File: src/rtl/fdd_track_ctrl.sv
// Floppy track-buffer sequencer: loads a track of sectors from SD port 0 into the track RAM.
// Define FDD_WRITEBACK_EN to track dirty sectors and write them back before a track is replaced.
module fdd_track_ctrl #(
   parameter int SECTORS = 13,
   parameter int TRACK_W = 6,
   parameter int SEC_W   = 4
) (
   input  logic               clk_sys,
   input  logic               reset_n,
   input  logic [TRACK_W-1:0] track,
   input  logic               img_mounted,
   input  logic               img_present,
   input  logic               img_readonly,
   input  logic               disk_we,
   input  logic [SEC_W+8:0]   disk_addr,
   output logic [31:0]        sd_lba,
   output logic               sd_rd,
   output logic               sd_wr,
   input  logic               sd_ack,
   output logic [SEC_W-1:0]   buf_sec,
   output logic               cpu_wait,
   output logic               busy,
   output logic [SECTORS-1:0] dirty
);
   typedef enum logic [2:0] {IDLE, FLUSH_REQ, FLUSH_XFER, LOAD_REQ, LOAD_XFER} state_t;
   localparam logic [SEC_W-1:0] LAST_SEC = SEC_W'(SECTORS - 1);

   state_t             state_reg, state_next;
   logic [TRACK_W-1:0] cur_track_reg, cur_track_next;
   logic [SEC_W-1:0]   buf_sec_reg, buf_sec_next;
   logic [31:0]        sd_lba_reg, sd_lba_next;
   logic               sd_rd_reg, sd_rd_next;
   logic               sd_wr_reg, sd_wr_next;
   logic               cpu_wait_reg, cpu_wait_next;
   logic               loaded_reg, loaded_next;
   logic               mount_pend_reg, mount_pend_next;
   logic               abort_reg, abort_next;
   logic               ack_q;
   logic               ack_rise, ack_fall;
   logic               mount_eff, need_load, start_flush;
   logic               clr_all, clr_one;
   logic [31:0]        lba_calc;
   logic [SECTORS-1:0] dirty_reg;

`ifdef FDD_WRITEBACK_EN
   logic [SECTORS-1:0] dirty_next, set_vec, clr_vec, remaining;
   logic [SEC_W-1:0]   wr_sec;

   function automatic logic [SEC_W-1:0] lowest(input logic [SECTORS-1:0] v);
      lowest = '0;
      for (int i = SECTORS - 1; i >= 0; i--)
         if (v[i]) lowest = SEC_W'(i);
   endfunction

   assign wr_sec = disk_addr[SEC_W+8:9];

   // Sector indices at or above SECTORS have no bit and are silently dropped.
   genvar gi;
   generate
      for (gi = 0; gi < SECTORS; gi++) begin : g_dirty_set
         assign set_vec[gi] = disk_we && (wr_sec == SEC_W'(gi));
      end
   endgenerate

   assign remaining   = dirty_reg | set_vec;
   assign start_flush = need_load & (dirty_reg != '0) & ~img_readonly & ~mount_eff;

   always_comb begin
      clr_vec = '0;
      if (clr_all || img_mounted)
         clr_vec = '1;
      else if (clr_one)
         clr_vec = SECTORS'(1) << buf_sec_reg;
      dirty_next = (dirty_reg & ~clr_vec) | set_vec;
   end

   always_ff @(posedge clk_sys or negedge reset_n) begin
      if (!reset_n)
         dirty_reg <= '0;
      else
         dirty_reg <= dirty_next;
   end
`else
   logic unused_wb;
   assign unused_wb   = &{1'b0, disk_we, disk_addr, img_readonly, clr_all, clr_one};
   assign dirty_reg   = '0;
   assign start_flush = 1'b0;
`endif

   assign ack_rise  = sd_ack & ~ack_q;
   assign ack_fall  = ~sd_ack & ack_q;
   assign mount_eff = mount_pend_reg | img_mounted;
   assign need_load = img_present & (mount_eff | ~loaded_reg | (track != cur_track_reg));
   assign lba_calc  = 32'(SECTORS) * 32'(cur_track_reg) + 32'(buf_sec_reg);

   always_ff @(posedge clk_sys or negedge reset_n) begin
      if (!reset_n) begin
         state_reg      <= IDLE;
         cur_track_reg  <= '0;
         buf_sec_reg    <= '0;
         sd_lba_reg     <= '0;
         sd_rd_reg      <= 1'b0;
         sd_wr_reg      <= 1'b0;
         cpu_wait_reg   <= 1'b0;
         loaded_reg     <= 1'b0;
         mount_pend_reg <= 1'b0;
         abort_reg      <= 1'b0;
         ack_q          <= 1'b0;
      end else begin
         state_reg      <= state_next;
         cur_track_reg  <= cur_track_next;
         buf_sec_reg    <= buf_sec_next;
         sd_lba_reg     <= sd_lba_next;
         sd_rd_reg      <= sd_rd_next;
         sd_wr_reg      <= sd_wr_next;
         cpu_wait_reg   <= cpu_wait_next;
         loaded_reg     <= loaded_next;
         mount_pend_reg <= mount_pend_next;
         abort_reg      <= abort_next;
         ack_q          <= sd_ack;
      end
   end

   always_comb begin
      state_next = state_reg;
      case (state_reg)
         IDLE: begin
            if (start_flush)    state_next = FLUSH_REQ;
            else if (need_load) state_next = LOAD_REQ;
         end
`ifdef FDD_WRITEBACK_EN
         FLUSH_REQ:  if (ack_rise) state_next = FLUSH_XFER;
         FLUSH_XFER: begin
            if (ack_fall) begin
               if (abort_reg)              state_next = IDLE;
               else if (remaining != '0)   state_next = FLUSH_REQ;
               else                        state_next = LOAD_REQ;
            end
         end
`endif
         LOAD_REQ:   if (ack_rise) state_next = LOAD_XFER;
         LOAD_XFER: begin
            if (ack_fall) begin
               if (abort_reg || buf_sec_reg == LAST_SEC) state_next = IDLE;
               else                                      state_next = LOAD_REQ;
            end
         end
         default: state_next = IDLE;
      endcase
   end

   // Datapath next values; a mount seen mid-sequence lets the current block finish, then restarts.
   always_comb begin
      cur_track_next  = cur_track_reg;
      buf_sec_next    = buf_sec_reg;
      sd_lba_next     = sd_lba_reg;
      sd_rd_next      = 1'b0;
      sd_wr_next      = 1'b0;
      cpu_wait_next   = cpu_wait_reg;
      loaded_next     = loaded_reg;
      mount_pend_next = mount_pend_reg;
      clr_all         = 1'b0;
      clr_one         = 1'b0;
      case (state_reg)
         IDLE: begin
            cpu_wait_next = need_load;
`ifdef FDD_WRITEBACK_EN
            if (start_flush) begin
               buf_sec_next = lowest(dirty_reg);
            end else
`endif
            if (need_load) begin
               buf_sec_next   = '0;
               cur_track_next = track;
               clr_all        = 1'b1;
            end
         end
`ifdef FDD_WRITEBACK_EN
         FLUSH_REQ: begin
            sd_lba_next = lba_calc;
            sd_wr_next  = ~ack_rise;
            clr_one     = ack_rise;
         end
         FLUSH_XFER: begin
            if (ack_fall && !abort_reg) begin
               if (remaining != '0) begin
                  buf_sec_next = lowest(remaining);
               end else begin
                  buf_sec_next   = '0;
                  cur_track_next = track;
               end
            end
         end
`endif
         LOAD_REQ: begin
            sd_lba_next = lba_calc;
            sd_rd_next  = ~ack_rise;
         end
         LOAD_XFER: begin
            if (ack_fall && !abort_reg) begin
               if (buf_sec_reg == LAST_SEC) begin
                  loaded_next     = 1'b1;
                  cpu_wait_next   = 1'b0;
                  mount_pend_next = 1'b0;
               end else begin
                  buf_sec_next = buf_sec_reg + SEC_W'(1);
               end
            end
         end
         default: ;
      endcase
      if (img_mounted) begin
         mount_pend_next = 1'b1;
         loaded_next     = 1'b0;
      end
      abort_next = (state_next != IDLE) &
                   (abort_reg | (img_mounted & (state_reg != IDLE)));
   end

   always_comb begin
      busy     = (state_reg != IDLE);
      sd_lba   = sd_lba_reg;
      sd_rd    = sd_rd_reg;
      sd_wr    = sd_wr_reg;
      buf_sec  = buf_sec_reg;
      cpu_wait = cpu_wait_reg;
      dirty    = dirty_reg;
   end
endmodule

File: config.mk
export PLATFORM = sky130hd
export DESIGN_NAME = fdd_track_ctrl
export DESIGN_NICKNAME = d
export VERILOG_FILES = /design/src/rtl/fdd_track_ctrl.sv
export SDC_FILE = /design/constraint.sdc
export NUM_CORES = 1
export LEC_CHECK = 0
export ABC_CLOCK_PERIOD_IN_PS = 2800
export BUFFER_PORTS_ARGS = -buffer_cell sky130_fd_sc_hd__buf_2
export CORE_ASPECT_RATIO = 0.9
export CORE_MARGIN = 2
export CORE_UTILIZATION = 45
export DETAILED_ROUTE_END_ITERATION = 16
export PLACE_DENSITY = 0.76
export SLEW_MARGIN = 30
export SYNTH_ARGS = -nofsm -noshare
export SYNTH_HDL_FRONTEND = slang
export SYNTH_SLANG_ARGS = --single-unit
File: constraint.sdc
create_clock -name clk_sys -period 2.8 [get_ports clk_sys]
set_input_delay 0.42 -clock clk_sys [delete_from_list [all_inputs] [get_ports clk_sys]]
set_output_delay 0.42 -clock clk_sys [all_outputs]
set_load 0.02 [all_outputs]
==> impl_metrics.yaml <==
drt:
  drt_wl_total_mm: 3.91
  drtAntennaViolNets: 0
  first_pass_iters: 4
  routed-via-count: 1482
  routed_via_density: 4.63
  wire_per_inst_um: 12.2
  drc: 0
  drtIter0Drc: 37
status:
  status: "complete, no violations"
cells_and_area:
  final_common_cell: "conb_1"
  syn2layout_area_growth_pct: 19.9
  nets: 314
  largest_reg_flops: 11
  diodes: 0
  final_cell_mix: "35 x conb_1, 29 x dfrtp_1, 28 x buf_2"
  layout.cells.non_filler: 320
  utilization_pct: 55.1
  drive_above_1_share_pct: 31.4
  nFillCells: 425
clock_tree:
  cts_buffer_depth: 2
  cts-root-buf: "clkbuf_8"
  hold_buffers: 0
  clkTransAtPathRegs_ns: 0.06
  cts_tree: "built"
  cts_max_level: 2
  cts_sinks: 30
  insertion_delay_ns: 0.28
  cts_made_buffers: 5
timing:
  finalWorstSetupSlack_ns: 0.0104
  tightest_slew_ns: 0.712
  hold_viol: 0
  min_period_ns: 2.79
  fin_crit_sh_pct: 99.6
  rsz0062_at_grt: "yes"
  hold_slack_ns: 0.162
  max_clock_freq_mhz: 358
  setup_viol: 0
  max_slew_margin_pct: 52.4
  maxSlewViolCount: 0
  clock_skew_ns: 0.00439
place:
  place.gp.congestion: 0.765
  placed_cells: 311
  dpl_worst_slack_ns: -0.101
  dp_hpwl_mm: 3.02
  port_buffers: 28
logic_synthesis:
  async_reset_ff_share_pct: 100
  yosysTopAreaCellShare_pct: 34.2
  syn_area_um2: 2190
  synth-seq-area-share_pct: 34.2
  yosys_warnings: 0
  synthFlopType: "dfrtp_1"
  yosys.area.top_type: "dfrtp_1"
  synth_edf_count: 0
  synthCells: 210
  synth-seq-cells: 30
  synth.distinct_cells: 36
  avgSynthCellArea_um2: 10.4
  synth_area_leaders: "dfrtp_1 34%, ha_1 17%, buf_4 12%"
job:
  maxCapViolCount: 0
critical_path:
  cpMaxStageDelayCell: "fa_1"
  worstSetupStartpointType: "flop"
  worst_ep_required_time_ns: 2.94
  r2r-start: "cur_track_reg[1]$_DFFE_PN0P_"
  crit_chain: "ha_4, ha_4, fa_1, ha_4, a211o_1, a2111oi_2, o21bai_1, xnor2_1, o21ai_1"
  worst_path_largest_cell_delay_ns: 0.52
  path_max_fanout: 3
  r2r_slack_ns: 0.01
  crit_type: "flop to flop"
  path_buf_inv: 0
  rr_worst_depth: 9
  cpMostUsedCell: "ha_4"
  crit_arrival_ns: 2.93
  end_kind: "flop"
  rr_endpoint: "sd_lba[9]$_DFFE_PN0P_"
  crit_family: "adder cells"
global_route:
  antenna_found_initial: 0
  grt_pass1_vias: 1427
  overflow: 0
  grt_pass1_wl_mm: 6.55
  grt_max_degree: 31
  grt.total_usage_pct: 15.5
floorplan:
  die_w_um: 77.6
  io_pins: 79
  num_rows: 24
  fp.dieH_um: 70.2
  start_util_pct: 45.9
  core_area_um2: 4770
  die-area_um2: 5450
min_path:
  hold_path_class: "input pin to async pin"
==> worst max path at each step <==
| stage | endpoint | depth (start not counted) | slack, ns | from |
|---|---|---|---|---|
| final | sd_lba[9]$_DFFE_PN0P_ | 9 | 0.01 | cur_track_reg[1]$_DFFE_PN0P_ |
| after detailed placement | sd_lba[9]$_DFFE_PN0P_ | 9 | -0.10 | cur_track_reg[1]$_DFFE_PN0P_ |
| after global routing | sd_lba[9]$_DFFE_PN0P_ | 9 | -0.09 | cur_track_reg[1]$_DFFE_PN0P_ |
| after floorplan | sd_lba[9]$_DFFE_PN0P_ | 9 | 0.006 | cur_track_reg[0]$_DFFE_PN0P_ |
| after global placement | sd_lba[9]$_DFFE_PN0P_ | 9 | -0.09 | cur_track_reg[1]$_DFFE_PN0P_ |
| after CTS | sd_lba[9]$_DFFE_PN0P_ | 9 | -0.007 | cur_track_reg[1]$_DFFE_PN0P_ |
==> through the flow <==
stage	cell area, µm²	setup TNS (ns)
after floorplan	2350	0
after global placement	2380	-0.0910
after detailed placement	2380	-0.101
after CTS	2550	-0.00710
after global routing	2630	-0.158
final	2630	0
==> logic make-up after synthesis <==
family	Yosys count	share of synthesized area, %
AO/OA/AOI/OAI	37	11.5
XOR/XNOR	15	5.99
adder cells (fa/ha/maj)	33	20.2
buffers and inverters	46	13.9
flip-flops	30	34.2
multiplexers	12	6.11
other	1	0.171
AND/OR/NAND/NOR	36	7.93
==> final cells by class <==
cell class / instances / area (µm²) / share of cell area, %
clock buffer: 6 / 82.6 / 3.14
clock inverter: 1 / 30.0 / 1.14
inverter: 9 / 33.8 / 1.29
multi-input combinational: 168 / 1410 / 53.7
sequential: 30 / 752 / 28.6
tap: 65 / 81.3 / 3.09
timing repair buffer: 41 / 238 / 9.04
==> layer usage <==
metal / vias to the layer above / part of all wire, % / track usage, %
met5: - / 0 / 0
met4: 0 / 1.3 / 5.36
met3: 6 / 4.9 / 4.91
met2: 39 / 49 / 25.1
met1: 694 / 45 / 19.7
li1: 743 / - / -
==> repair_timing <==
action	4_1_cts	5_1_grt
setup buffers	0	2
endpoints found under the setup margin	2	4
pin swaps	8	10
hold endpoints to repair	0	0
resized for setup	7	9
==> worst reg2reg max path, stage by stage, from the launching register on <==
cell	delay, ns
dfrtp_2	0.44
ha_4	0.28
ha_4	0.19
fa_1	0.52
ha_4	0.21
a211o_1	0.29
a2111oi_2	0.35
o21bai_1	0.11
xnor2_1	0.17
o21ai_1	0.07
==> synth_stat cells (2+ instances only) <==
master,count
a21oi_1,9
o21ai_0,12
a21o_1,3
ha_1,29
buf_4,35
nand2_1,18
mux2_2,10
fa_1,4
inv_1,9
nand3_1,2
dfrtp_1,30
o211ai_1,2
xnor2_1,9
o21bai_1,3
clkbuf_1,2
nand2b_1,2
xor2_1,6
nor2_1,7
Power is not shown: default switching activity piles up to over one toggle a cycle in this logic, so the estimate is an artifact.
